`src/rtl/y86_pkg.sv`:
```
// Shared Y86-64 encodings and the sequencer state type.
package y86_pkg;

   localparam logic [3:0] IHALT   = 4'h0;
   localparam logic [3:0] INOP    = 4'h1;
   localparam logic [3:0] IRRMOVQ = 4'h2;
   localparam logic [3:0] IIRMOVQ = 4'h3;
   localparam logic [3:0] IRMMOVQ = 4'h4;
   localparam logic [3:0] IMRMOVQ = 4'h5;
   localparam logic [3:0] IOPQ    = 4'h6;
   localparam logic [3:0] IJXX    = 4'h7;
   localparam logic [3:0] ICALL   = 4'h8;
   localparam logic [3:0] IRET    = 4'h9;
   localparam logic [3:0] IPUSHQ  = 4'hA;
   localparam logic [3:0] IPOPQ   = 4'hB;

   localparam logic [2:0] SAOK = 3'd1;
   localparam logic [2:0] SHLT = 3'd2;
   localparam logic [2:0] SADR = 3'd3;
   localparam logic [2:0] SINS = 3'd4;

   localparam logic [3:0] RNONE = 4'hF;

   typedef enum logic [1:0] {INIT, RUN, HALTED} seq_state_t;

   function automatic logic is_exc(input logic [2:0] s);
      return (s == SADR) || (s == SINS) || (s == SHLT);
   endfunction

endpackage

```
`src/rtl/pipe_hazard_detect.sv`:
```
// Pure combinational hazard classification from the current stage-register contents.
module pipe_hazard_detect
   import y86_pkg::*;
(
   input  logic [3:0] d_icode_i,
   input  logic [3:0] d_srca_i,
   input  logic [3:0] d_srcb_i,
   input  logic [3:0] e_icode_i,
   input  logic [3:0] e_dstm_i,
   input  logic       e_cnd_i,
   input  logic [3:0] m_icode_i,
   input  logic [2:0] m_stat_i,
   input  logic [2:0] w_stat_i,
   output logic       loaduse_o,
   output logic       retp_o,
   output logic       mispred_o,
   output logic       exc_m_o,
   output logic       exc_w_o
);

   always_comb begin
      loaduse_o = ((e_icode_i == IMRMOVQ) || (e_icode_i == IPOPQ)) && (e_dstm_i != RNONE) &&
                  ((e_dstm_i == d_srca_i) || (e_dstm_i == d_srcb_i));
      retp_o    = (d_icode_i == IRET) || (e_icode_i == IRET) || (m_icode_i == IRET);
      mispred_o = (e_icode_i == IJXX) && !e_cnd_i;
      exc_m_o   = is_exc(m_stat_i);
      exc_w_o   = is_exc(w_stat_i);
   end

endmodule

```
`src/rtl/pipe_hazard_sequencer.sv`:
```
// Pipeline-control sequencer: post-reset flush, hazard stall/bubble muxing, freeze on a
// faulting writeback, and saturating hazard statistics.
module pipe_hazard_sequencer
   import y86_pkg::*;
#(
   parameter int unsigned INIT_CYCLES = 4,
   parameter int unsigned CNT_W       = 32
) (
   input  logic             clk,
   input  logic             rst_n,
   input  logic [3:0]       D_icode,
   input  logic [3:0]       d_srcA,
   input  logic [3:0]       d_srcB,
   input  logic [3:0]       E_icode,
   input  logic [3:0]       E_dstM,
   input  logic             e_cnd,
   input  logic [3:0]       M_icode,
   input  logic [2:0]       m_stat,
   input  logic [3:0]       W_icode,
   input  logic [2:0]       W_stat,
   input  logic             cnt_clr,
   output logic             F_stall,
   output logic             D_stall,
   output logic             D_bubble,
   output logic             E_bubble,
   output logic             M_bubble,
   output logic             W_stall,
   output logic             set_cc,
   output logic             halted,
   output logic [2:0]       final_stat,
   output logic [CNT_W-1:0] cyc_cnt,
   output logic [CNT_W-1:0] retire_cnt,
   output logic [CNT_W-1:0] lu_cnt,
   output logic [CNT_W-1:0] mp_cnt,
   output logic [CNT_W-1:0] ret_cnt
);

   localparam int unsigned IW = $clog2(INIT_CYCLES + 1);
   localparam logic [IW-1:0] InitLast = IW'(INIT_CYCLES - 1);

   seq_state_t state_q;
   logic [IW-1:0] init_ctr_q;
   logic halted_q;
   logic [2:0] final_stat_q;
   logic loaduse, retp, mispred, exc_m, exc_w;

   pipe_hazard_detect u_detect (
      .d_icode_i (D_icode),
      .d_srca_i  (d_srcA),
      .d_srcb_i  (d_srcB),
      .e_icode_i (E_icode),
      .e_dstm_i  (E_dstM),
      .e_cnd_i   (e_cnd),
      .m_icode_i (M_icode),
      .m_stat_i  (m_stat),
      .w_stat_i  (W_stat),
      .loaduse_o (loaduse),
      .retp_o    (retp),
      .mispred_o (mispred),
      .exc_m_o   (exc_m),
      .exc_w_o   (exc_w)
   );

   always_ff @(posedge clk or negedge rst_n) begin
      if (!rst_n) begin
         state_q      <= INIT;
         init_ctr_q   <= '0;
         halted_q     <= 1'b0;
         final_stat_q <= SAOK;
      end else begin
         unique case (state_q)
            INIT: begin
               init_ctr_q <= init_ctr_q + 1'b1;
               if (init_ctr_q == InitLast) state_q <= RUN;
            end
            RUN: begin
               if (exc_w) begin
                  state_q      <= HALTED;
                  halted_q     <= 1'b1;
                  final_stat_q <= W_stat;
               end
            end
            HALTED: ;
            default: state_q <= INIT;
         endcase
      end
   end

   always_comb begin
      F_stall  = 1'b0;
      D_stall  = 1'b0;
      D_bubble = 1'b0;
      E_bubble = 1'b0;
      M_bubble = 1'b0;
      W_stall  = 1'b0;
      set_cc   = 1'b0;
      unique case (state_q)
         INIT: begin
            F_stall  = 1'b1;
            D_bubble = 1'b1;
            E_bubble = 1'b1;
            M_bubble = 1'b1;
         end
         RUN: begin
            F_stall  = loaduse | retp;
            D_stall  = loaduse;
            // A load/use stall holds D, so a pending ret must not also bubble it.
            D_bubble = mispred | (retp & ~loaduse);
            E_bubble = mispred | loaduse;
            M_bubble = exc_m | exc_w;
            W_stall  = exc_w;
            set_cc   = (E_icode == IOPQ) & ~exc_m & ~exc_w;
         end
         HALTED: begin
            F_stall  = 1'b1;
            D_stall  = 1'b1;
            E_bubble = 1'b1;
            M_bubble = 1'b1;
            W_stall  = 1'b1;
         end
         default: ;
      endcase
   end

   assign halted     = halted_q;
   assign final_stat = final_stat_q;

   // Counter order: cycle, retire, load/use, mispredict, ret.
   logic [CNT_W-1:0] cnt_q [5];
   logic [CNT_W-1:0] cnt_d [5];
   logic [4:0]       cnt_inc;

   always_comb begin
      cnt_inc = {(retp & ~loaduse), mispred, loaduse,
                 ((W_stat == SAOK) && (W_icode != INOP)), 1'b1};
      for (int i = 0; i < 5; i++) begin
         cnt_d[i] = cnt_q[i];
         if (cnt_clr) begin
            cnt_d[i] = '0;
         end else if ((state_q == RUN) && cnt_inc[i] && (cnt_q[i] != '1)) begin
            cnt_d[i] = cnt_q[i] + 1'b1;
         end
      end
   end

   always_ff @(posedge clk or negedge rst_n) begin
      if (!rst_n) begin
         for (int i = 0; i < 5; i++) cnt_q[i] <= '0;
      end else begin
         for (int i = 0; i < 5; i++) cnt_q[i] <= cnt_d[i];
      end
   end

   assign cyc_cnt    = cnt_q[0];
   assign retire_cnt = cnt_q[1];
   assign lu_cnt     = cnt_q[2];
   assign mp_cnt     = cnt_q[3];
   assign ret_cnt    = cnt_q[4];

endmodule

```
`config.mk`:
```
export PLATFORM = sky130hd
export DESIGN_NAME = pipe_hazard_sequencer
export DESIGN_NICKNAME = d
export VERILOG_FILES = /design/src/rtl/y86_pkg.sv /design/src/rtl/pipe_hazard_detect.sv /design/src/rtl/pipe_hazard_sequencer.sv
export SDC_FILE = /design/constraint.sdc
export NUM_CORES = 1
export LEC_CHECK = 0
export CORE_UTILIZATION = 39
export DETAILED_ROUTE_END_ITERATION = 7
export GPL_TIMING_DRIVEN = 0
export SLEW_MARGIN = 15
export SYNTH_ARGS = -nofsm -noshare
export SYNTH_HDL_FRONTEND = slang
export SYNTH_SLANG_ARGS = --single-unit
export TNS_END_PERCENT = 100
```
`constraint.sdc`:
```
create_clock -name clk -period 4 [get_ports clk]
set_clock_uncertainty 0.05 [all_clocks]
set_input_delay 1.2 -clock clk [delete_from_list [all_inputs] [get_ports clk]]
set_output_delay 1.2 -clock clk [all_outputs]
set_load 0.02 [all_outputs]
```
==> qor.yml <==
floorplan:
  num_rows: 56
  die_area_mm2: 0.0244
  start_util_pct: 39.6
  fp.dieW_um: 156
  die_y_um: 156
  core-area_mm2: 0.0234
  io_pins: 209
critical_path:
  r2r_end: "lu_cnt[13]"
  r2r_cells: 9
  crit_required_ns: 2.75
  worst-setup-path-type: "in -> out"
  cp-end-kind: "output pin"
  r2r-start: "state_q[1]"
  crit_arrival_ns: 2.71
  path_max_fanout: 4
  startpoint_type: "primary input"
  worst-r2r-setup-slack_ns: 0.77
synthesis:
  ys.flop_type: "dfrtp_1"
  yosys_warnings: 0
  synth_area_leaders: "dfrtp_1, xor2_1, nor2_1"
  synth_fa_ha_area_share_pct: 1.49
  synth_compound_area_share_pct: 10.6
  syn-cell-area_mm2: 0.00926
  netlist_instances: 1012
  synth_nets: 1061
  synthMuxAreaShare_pct: 1.72
  synth_xor_xnor_area_share_pct: 8.99
  synth_simple_gate_area_share_pct: 29.1
  synth_top_family_by_area: "simple AND/OR/NAND/NOR gates"
  ys_seq_area_share_pct: 45.7
  synthArstFlopShare_pct: 100
  synth_edf_count: 0
  yosysUniqueCellTypes: 62
  ys_ff_latch: 169
  yosys.area.top_type: "dfrtp_1"
  synth.avg_cell_area_um2: 9.15
  synth_top_area_share_pct: 45.4
route:
  viasPerCell: 5.55
  vias: 8739
  drt-met1-wl_um: 12500
  ant_nets: 0
  wirelength_um: 27500
  wl_per_cell_um: 17.4
  drc: 0
  drt_iter0_drc: 459
  dr.pass1.iters: 5
  met2_length_um: 13200
  highest_layer: "met4"
  route.met3.wl_um: 1450
clock_network:
  cts_max_level: 4
  cts_tree: "yes"
  cts_sinks: 169
  clk_latency_ns: 0.43
  clockBufferDepth: 2
  numCtsBuffers: 17
  path_clk_slew_ns: 0.06
  cts-root-buf: "clkbuf_16"
power_and_ir_drop:
  irDropWorstVdd_mv: 0.194
  leakagePower_nw: 4.63
  p_total_mw: 3.92
  p_per_area_mw_per_mm2: 317
sta:
  period_share_pct: 98.9
  hold_viol_final: 0
  relSlewSlack_pct: 23.4
  worst_hold_slack_ns: 0.426
  rsz0062_at_grt: "false"
  max_freq_mhz: 253
  setup_tns_ns: 0
  slew_violations: 0
  min_period_ns: 3.96
  report.final.setup_viol: 0
  tightestPinTransition_ns: 1.14
finish:
  fill_cells: 2273
  multi_input_area_mm2: 0.00491
  seq_area_mm2: 0.00423
  syn_to_final_growth_pct: 33.8
  nNetsFinal: 1292
  layout.cells.non_filler: 1575
  drive_gt1_share_pct: 7.09
  insertedDiodeCount: 0
  final_core_util_pct: 52.9
place:
  gp_congestion: 0.851
  hpwl_um: 19600
  port_buffers: 206
  dp_cells: 1538
hold_path:
  hold_start: "init_ctr_q[0]"
  holdPathStages: 1
  holdPathEnd: "init_ctr_q[0]"
  hold_path_class: "reg -> reg"
job:
  drv_cap: 0
global_route:
  grt_pass1_wl_um: 44400
  antenna_found_initial: 0
  grt_pass1_vias: 8166
  gr-total-overflow: 0
  grt_max_degree: 95
  track_usage_pct: 23.1
outcome:
  status: "finished clean"
synthesized netlist by cell type, types with 5 or more instances:
cell      instances
a21oi_1          66
nor2_1          119
nor4_1           19
o31ai_1          26
and3_1           18
or4_1            32
and2_1            8
or2_2             5
dfrtp_1         168
mux2_2            7
ha_1             11
nand4_1          52
inv_1            20
mux2i_1           8
xnor2_1          37
xor2_1           58
and4_1           15
o21ai_0          38
clkbuf_1         34
nand3_1          70
nor3_1           20
or3_1            39
nor2b_1          10
nand2_1          71
kinds of logic after synthesis:
| kind of cell | after synthesis |
|---|---|
| AOI/OAI and AO/OA | 162 |
| and+or+nand+nor | 502 |
| xor gates and xnor gates | 95 |
| muxes | 15 |
| adders and majority gates | 11 |
| buffers and inverters | 58 |
| DFF | 169 |
routing by layer:
layer,GRT usage [%],up-vias
met5,0,-
met4,6.21,0
met3,4.78,23
met2,37.7,228
met1,31.1,4297
li1,-,4191
how the worst max path moves through the flow:
stage                           from     endpoint  slack (ns)  cells past startpoint
after floorplan           D_icode[3]     D_bubble        0.11                      4
after global placement         rst_n  ret_cnt[20]       -5.69                      1
after detailed placement   E_dstM[3]     D_bubble       -1.25                      7
after CTS                  E_dstM[2]     D_bubble      -0.002                      8
after global routing       d_srcA[3]     D_bubble      0.0002                      8
final                      d_srcB[0]     D_bubble        0.04                      8
registers in the layout, indices dropped and copies added (netlist names):
name        flops
state_q         2
lu_cnt         32
final_stat      3
init_ctr_q      3
ret_cnt        32
cyc_cnt        32
mp_cnt         32
retire_cnt     32
halted          1
worst max-delay path, stage by stage:
cell	delay, ns
dlygate4sd2_1	0.24
xnor2_1	0.15
nand4_1	0.18
buf_4	0.20
a21oi_4	0.18
nor2_4	0.07
or3_4	0.34
buf_6	0.14
stage by stage:
stage / worst slack [ns] / instance area (um^2)
4_1_cts: -0.00200 / 12400
3_5_place_dp: -1.25 / 11800
6_report: 0.0432 / 12400
3_3_place_gp: -5.69 / 11700
2_1_floorplan: 0.111 / 9260
5_1_grt: 0.000183 / 12400
placed cells by master, fill, tap and decap left out, types with 11 or more instances in the layout:
cell and instances:
o31ai_1 25, and3_1 17, or3_1 38, nand3_1 70, xor2_1 58, nand2_1 71, clkdlybuf4s50_1 181, nor4_1 19
clkbuf_1 35, and4_1 15, inv_1 20, clkbuf_16 17, a21oi_1 63, or4_1 32, ha_1 11, xnor2_1 37
nor2_1 117, nand4_1 52, o21ai_0 38, nor3_1 20, dfrtp_1 168
power breakdown:
| group | switching, mW | internal, mW |
|---|---|---|
| sequential | 0.0335 | 1.75 |
| clock | 0.736 | 0.838 |
| combinational | 0.337 | 0.225 |
| total | 1.11 | 2.82 |
final cells by class:
| class | instances | area share, % |
|---|---|---|
| multi-input cells | 785 | 39.7 |
| flip-flops and latches | 169 | 34.2 |
| repair buffers | 213 | 16.8 |
| clock buffers | 21 | 3.72 |
| well taps | 319 | 3.22 |
| plain buffers | 37 | 1.15 |
| clock inverters | 11 | 0.717 |
| inverters | 20 | 0.606 |
timing repair:
action / in CTS / in global routing
pin swaps: 15 / 5
resized for setup: 69 / 18
hold buffers: 0 / 0
setup endpoints to repair: 7 / 7
setup buffers: 5 / 1
Power figures use the tool's default switching activity.
